==> src/rtl/tt_sweep_ctrl.sv <==
// Sweeps all 16 input vectors of a 4-input function and captures its truth table.
// Define TT_GOLDEN_CHECK_EN to add the golden-table comparison outputs pass_o / fail_idx_o.
`timescale 1ns/1ps
module tt_sweep_ctrl #(
    parameter int unsigned   SETTLE = 2,
    parameter logic [15:0]   GOLDEN = 16'hCFF3
) (
    input  logic        clk,
    input  logic        rst,
    input  logic        start,
    input  logic        abort,
    input  logic        f_i,
    output logic [3:0]  vec_o,
    output logic        busy,
    output logic        done,
    output logic [15:0] tt_o
`ifdef TT_GOLDEN_CHECK_EN
    ,
    output logic        pass_o,
    output logic [3:0]  fail_idx_o
`endif
);

    typedef enum logic [2:0] {
        S_IDLE,
        S_APPLY,
        S_SETTLE,
        S_SAMPLE,
        S_DONE
    } state_t;

    localparam logic [3:0] SETTLE_LAST = 4'(SETTLE - 1);

    state_t     state_q, state_d;
    logic [3:0] idx;
    logic [3:0] settle_cnt;

    // NOTE: sequential state uses non-blocking assignments so every register samples pre-edge values.
    always_ff @(posedge clk or posedge rst) begin
        if (rst) state_q <= S_IDLE;
        else     state_q <= state_d;
    end

    // NOTE: next state is defaulted first so no path through the case can infer a latch.
    always_comb begin
        state_d = state_q;
        case (state_q)
            S_IDLE:   if (start) state_d = S_APPLY;
            S_APPLY: begin
                if (abort)            state_d = S_IDLE;
                else if (SETTLE == 0) state_d = S_SAMPLE;
                else                  state_d = S_SETTLE;
            end
            S_SETTLE: begin
                if (abort)                          state_d = S_IDLE;
                else if (settle_cnt == SETTLE_LAST) state_d = S_SAMPLE;
            end
            S_SAMPLE: begin
                if (abort)             state_d = S_IDLE;
                else if (idx == 4'hF)  state_d = S_DONE;
                else                   state_d = S_APPLY;
            end
            S_DONE:   state_d = S_IDLE;
            default:  state_d = S_IDLE;
        endcase
    end

    // Datapath: an abort suppresses every update in the cycle it is seen.
    always_ff @(posedge clk or posedge rst) begin
        if (rst) begin
            idx        <= 4'h0;
            vec_o      <= 4'h0;
            tt_o       <= 16'h0000;
            settle_cnt <= 4'h0;
        end else begin
            case (state_q)
                S_IDLE: begin
                    if (start) begin
                        idx        <= 4'h0;
                        tt_o       <= 16'h0000;
                        settle_cnt <= 4'h0;
                    end
                end
                S_APPLY: begin
                    if (!abort) begin
                        vec_o      <= idx;
                        settle_cnt <= 4'h0;
                    end
                end
                S_SETTLE: begin
                    if (!abort) begin
                        if (settle_cnt == SETTLE_LAST) settle_cnt <= 4'h0;
                        else                           settle_cnt <= settle_cnt + 4'd1;
                    end
                end
                S_SAMPLE: begin
                    if (!abort) begin
                        tt_o[idx] <= f_i;
                        if (idx != 4'hF) idx <= idx + 4'd1;
                    end
                end
                default: ;
            endcase
        end
    end

    assign busy = (state_q == S_APPLY) || (state_q == S_SETTLE) || (state_q == S_SAMPLE);
    assign done = (state_q == S_DONE);

`ifdef TT_GOLDEN_CHECK_EN
    logic [3:0] first_bad;

    // Descending scan so the lowest mismatching index is the one left standing.
    always_comb begin
        first_bad = 4'h0;
        for (int i = 15; i >= 0; i--) begin
            if (tt_o[i] != GOLDEN[i]) first_bad = 4'(i);
        end
    end

    always_ff @(posedge clk or posedge rst) begin
        if (rst) begin
            pass_o     <= 1'b0;
            fail_idx_o <= 4'h0;
        end else if (state_q == S_IDLE && start) begin
            pass_o     <= 1'b0;
            fail_idx_o <= 4'h0;
        end else if (state_q == S_DONE) begin
            pass_o     <= (tt_o == GOLDEN);
            fail_idx_o <= first_bad;
        end
    end
`else
    logic unused_golden;
    assign unused_golden = ^GOLDEN;
`endif

endmodule

==> config.mk <==
export PLATFORM = sky130hd
export DESIGN_NAME = tt_sweep_ctrl
export DESIGN_NICKNAME = d
export VERILOG_FILES = /design/src/rtl/tt_sweep_ctrl.sv
export SDC_FILE = /design/constraint.sdc
export NUM_CORES = 1
export LEC_CHECK = 0
export BUFFER_PORTS_ARGS = -buffer_cell sky130_fd_sc_hd__buf_4
export CAP_MARGIN = 40
export CORE_UTILIZATION = 25
export DETAILED_ROUTE_END_ITERATION = 6
export GPL_ROUTABILITY_DRIVEN = 0
export SYNTH_ARGS = -nofsm -noshare
export SYNTH_HDL_FRONTEND = slang
export SYNTH_SLANG_ARGS = --single-unit
==> constraint.sdc <==
create_clock -name clk -period 4.3 [get_ports clk]
set_input_delay 0.215 -clock clk [delete_from_list [all_inputs] [get_ports clk]]
set_output_delay 0.215 -clock clk [all_outputs]
set_load 0.01 [all_outputs]
Word-level counts from Yosys, hierarchy flattened
Index checks and enable logic that the tools add are counted. W data, S select, Z words.

$add $sub $neg: 2. Order comparisons: 2. Bitwise logic cells: 1. Muxes and demuxes: 21. Equal/unequal tests: 13. Reduce and logical (&&, ||, !) cells: 11.

Operator list (number): $mux W16 (2); $pmux W16 S2 (1); $mux W4 (6); $bwmux W16 (1); $mux W3 (5); $pmux W3 S4 (1); $pmux W4 S3 (1); $ne A2 B2 Y1 const B (5); $add A4 B1 Y4 const B (2); $pmux W4 S2 (1); $reduce_and A4 Y1 (2); $eq A3 B2 Y1 const B (2); $lt A4 B5 Y1 const B (1); $demux W1 S4 (1); $eq A4 B1 Y1 const B (1); $eq A4 B4 Y1 const B (1); $ge A4 B1 Y1 const B (1); $ne A4 B4 Y1 const B (1); $reduce_and A2 Y1 (2); $eq A3 B1 Y1 const B (1); $eq A3 B3 Y1 const B (1); $logic_not A3 Y1 (1); $ne A3 B3 Y1 const B (1); $reduce_and A3 Y1 (1); 7 further kinds (8).

Register bits after elaboration: 31. Word-level logic and storage cells: 55. Output and inout bits: 22. Input bits: 5.

Longest topological paths before layout
Depth in word-level cells: 7. Mapped depth: 6.

Worst setup path before layout
Ideal clock, no wire load.

Kind: register to register. Start point: reg state_q[2]. End point: reg settle_cnt[2]. Path buffers: 2. Data required time: 4.174 ns. Cell stages (with the launch flop): 6. Data arrival time: 1.556 ns. Slack: 2.618 ns. Cell sequence: dfrtp_1 buf_6 or4b_4 buf_6 o21a_4 a221o_1.

Longest elaborated chain between the ends: 3.

Ends and longest elaborated chain: from (decl) (RTL line 34) `state_t state_q, state_d;`; from (signal assigned) (RTL line 41) `else state_q <= state_d;`; $eq A3 B2 Y1 (tied with other cells) (RTL line 76) `case (state_q)`; $ne A2 B2 Y1 (no line) or $reduce_bool A3 Y1 (tied branches); $reduce_and A4 Y1 (no line); to (signal assigned) (RTL line 93) `else settle_cnt <= settle_cnt + 4'd1;`; to (decl) (RTL line 36) `logic [3:0] settle_cnt;`.

Parallel ways exist; a longest one is shown, timed or not. A chain may end at the register's enable or synchronous reset.

Worst setup path after layout
Start point: reg idx[2]. End point: reg idx[3].

Longest elaborated chain between the ends: 4.

Ends and longest elaborated chain: from (decl) (RTL line 35) `logic [3:0] idx;`; from (signal assigned) (RTL line 99) `if (idx != 4'hF) idx <= idx + 4'd1;`; $add A4 B1 Y4 (RTL line 99); $mux W4 (RTL line 99); $mux W4 (RTL line 97) `if (!abort) begin`; $pmux W4 S2 (RTL line 76).

Parallel ways exist; a longest one is shown, timed or not. The select of a mux whose other input is x is not followed.

==> out/results.ini <==
[critical_path]
worstSetupEndpointType = flop
crit_required_ps = 4460
slowest_delay_ps = 680
crit_path_start_kind = flop
worst-path-buf-inv = 0
reg2regPathDepth = 4
crit_family = compound AO/OA/AOI/OAI gates
path_class = flop to flop
path_cells = nand3_1 > a32oi_1 > o21ai_0 > o41ai_1
worst-path-max-fanout = 19
crit_slowest_cell = dfrtp_1
arrival_ps = 2050
path_depth = 4

[synth]
yosysTopAreaCellShare_pct = 48.06
yosysUniqueCellTypes = 34
yosysTopAreaCell = dfrtp_1
yosysWarnings = 0
async_flop_share_pct = 100.0
synth_seq_cells = 31
synth.cell_area_um2 = 1614
ys_seq_area_share_pct = 48.06
syn_area_per_cell_um2 = 9.384
synth-edff-count = 0
syn-num-nets = 183
synthTopCellsByArea = dfrtp_1 48%, o21ai_0 10%, ha_1 4.7%
synthFlopType = dfrtp_1
synthCells = 172

[sta]
finalCritPeriodShare_pct = 43.81
period_needed_ps = 1884
hold-worst-slack_ps = 9.467
worst_slew_pin_slew_ps = 737.2
clock.fmax_ghz = 0.5308
slew_headroom_pct = 50.71
finalHoldViolCount = 0
setup_viol = 0
rsz0062_at_grt = no
clock_skew_ps = 7.675
tns_ps = 0
slew_viol_final = 0

[die]
fp.dieH_um = 82.35
core_area_um2 = 6061
std_cell_rows = 28
boundaryPins = 27
die_x_um = 82.35
die-area_um2 = 6782
start_util_pct = 26.63

[global_routing]
grt.total_usage_pct = 12.25
antenna_found_initial = 0
grt_overflow = 0
first_global_vias = 1207
grt_pass1_wl_mm = 6.009
grt_max_degree = 32

[clock_network]
cts_buffers = 5
cts.repair_timing.setup_buffer_count = 0
cts-root-buf = clkbuf_8
cts-resized-gates = 0
cts_tree = built
clock_latency_ps = 290
holdBufCountCts = 0
ctsLongestPathBuffers = 2
cts.htree.levels = 2
cts_sinks = 31
cts.clk_slew.worst_paths_ps = 70

[cells_and_area]
drive_gt1_share_pct = 22.34
n_antenna_cell = 0
n_fill_cell = 630
final_util_pct = 32.56
final_common_cell = o21ai_0
areaGrowthSynthToFinish_pct = 22.25
nNetsFinal = 207
layout_common_cells = 33 x o21ai_0, 31 x dfrtp_1, 27 x buf_4

[hold_path]
hold_path.class = input port to asynchronous set/reset pin

[power]
sequentialPowerShare_pct = 40.8
powerDensity_nw_per_um2 = 442.3
p_switching_mw = 0.2807
p_leak_nw = 0.9115
combPwrFrac_pct = 25.0
pwr-share-clk_pct = 34.1
switching_share_pct = 32.16
p_total_mw = 0.8726
ir_drop_mv = 0.1759
power.internal_mw = 0.5920

[route]
via_count = 1351
vias_per_cell = 4.967
dr.pass1.iters = 4
drtAntennaViolNets = 0
avgRoutedWirePerCell_um = 13.65
wl_mm = 3.712
first_iter_violations = 107
drc = 0

[placed_design]
portBuffers = 26
dp_hpwl_mm = 2.621

[job]
maxCapViolCount = 0

[run_status]
status = complete, no violations

-- power groups by stage --
stage	clock network [mW]	registers, mW	logic (mW)
2_1_floorplan	0	0.341	0.180
3_3_place_gp	0	0.359	0.219
3_5_place_dp	0	0.360	0.220
4_1_cts	0.307	0.355	0.221
5_1_grt	0.321	0.362	0.245
6_report	0.298	0.356	0.219
-- through the flow --
step / std cells / area [um2] / setup slack [ps]
after CTS: 272 / 1973 / 2446
final: 272 / 1973 / 2416
after detailed placement: 264 / 1856 / 2489
after floorplan: 172 / 1614 / 2618
after global placement: 264 / 1856 / 2556
after global routing: 272 / 1973 / 2273
-- sequential cells by signal (all words and copies together), names as in the netlist --
name        flops
idx             4
settle_cnt      4
state_q         3
tt_o           16
vec_o           4
-- kinds of logic after synthesis --
logic type	synth area share (%)
flip-flops	48.06
multiplexers	0.6976
AO/OA/AOI/OAI	24.03
AND/OR/NAND/NOR	17.29
buffers and inverters	5.271
adder cells (fa/ha/maj)	4.651
-- worst reg2reg max path: cells and delay by family, from the launching register on --
family          cells  cell delay (ps)
compound gates      3              760
simple gates        1              320
flops               1              680
-- cells in the mapped netlist, drive strengths merged, types with 2 or more instances --
master	n
o21ai	33
dfrtp	31
nand2	19
a21oi	15
inv	8
nor2b	8
clkbuf	6
ha	6
nor2	6
o31ai	5
buf	4
nand3	4
a31oi	3
a32oi	2
nand2b	2
nand3b	2
nor3	2
or4b	2
-- routing by layer --
layer | part of all wire (%) | track usage, % | vias to the layer above
met5 | 0 | 0 | -
met4 | 2.7 | 7.368 | 0
met3 | 4.4 | 3.297 | 9
met2 | 45 | 17.27 | 35
met1 | 48 | 16.58 | 642
li1 | - | - | 665
-- worst paths after layout --
path	startpoint	endpoint	slack, ps
setup / recovery	idx[2]	idx[3]	2420
hold / removal	rst	idx[2]	9
setup reg to reg	idx[2]	idx[3]	2420
hold reg to reg	vec_o[0]	vec_o[0]	480
max in group asynchronous	rst	tt_o[8]	4010
min in group clk	abort	state_q[2]	150
-- final cells by class --
cell class | instances | area (um2) | area share, %
well taps | 75 | 93.84 | 4.756
clock buffers | 6 | 82.58 | 4.185
clock inverters | 2 | 35.03 | 1.776
repair buffers | 27 | 202.7 | 10.27
inverters | 8 | 30.03 | 1.522
multi-input cells | 123 | 753.2 | 38.17
flip-flops and latches | 31 | 775.7 | 39.32
No activity file was read; power rests on OpenSTA's default activity.
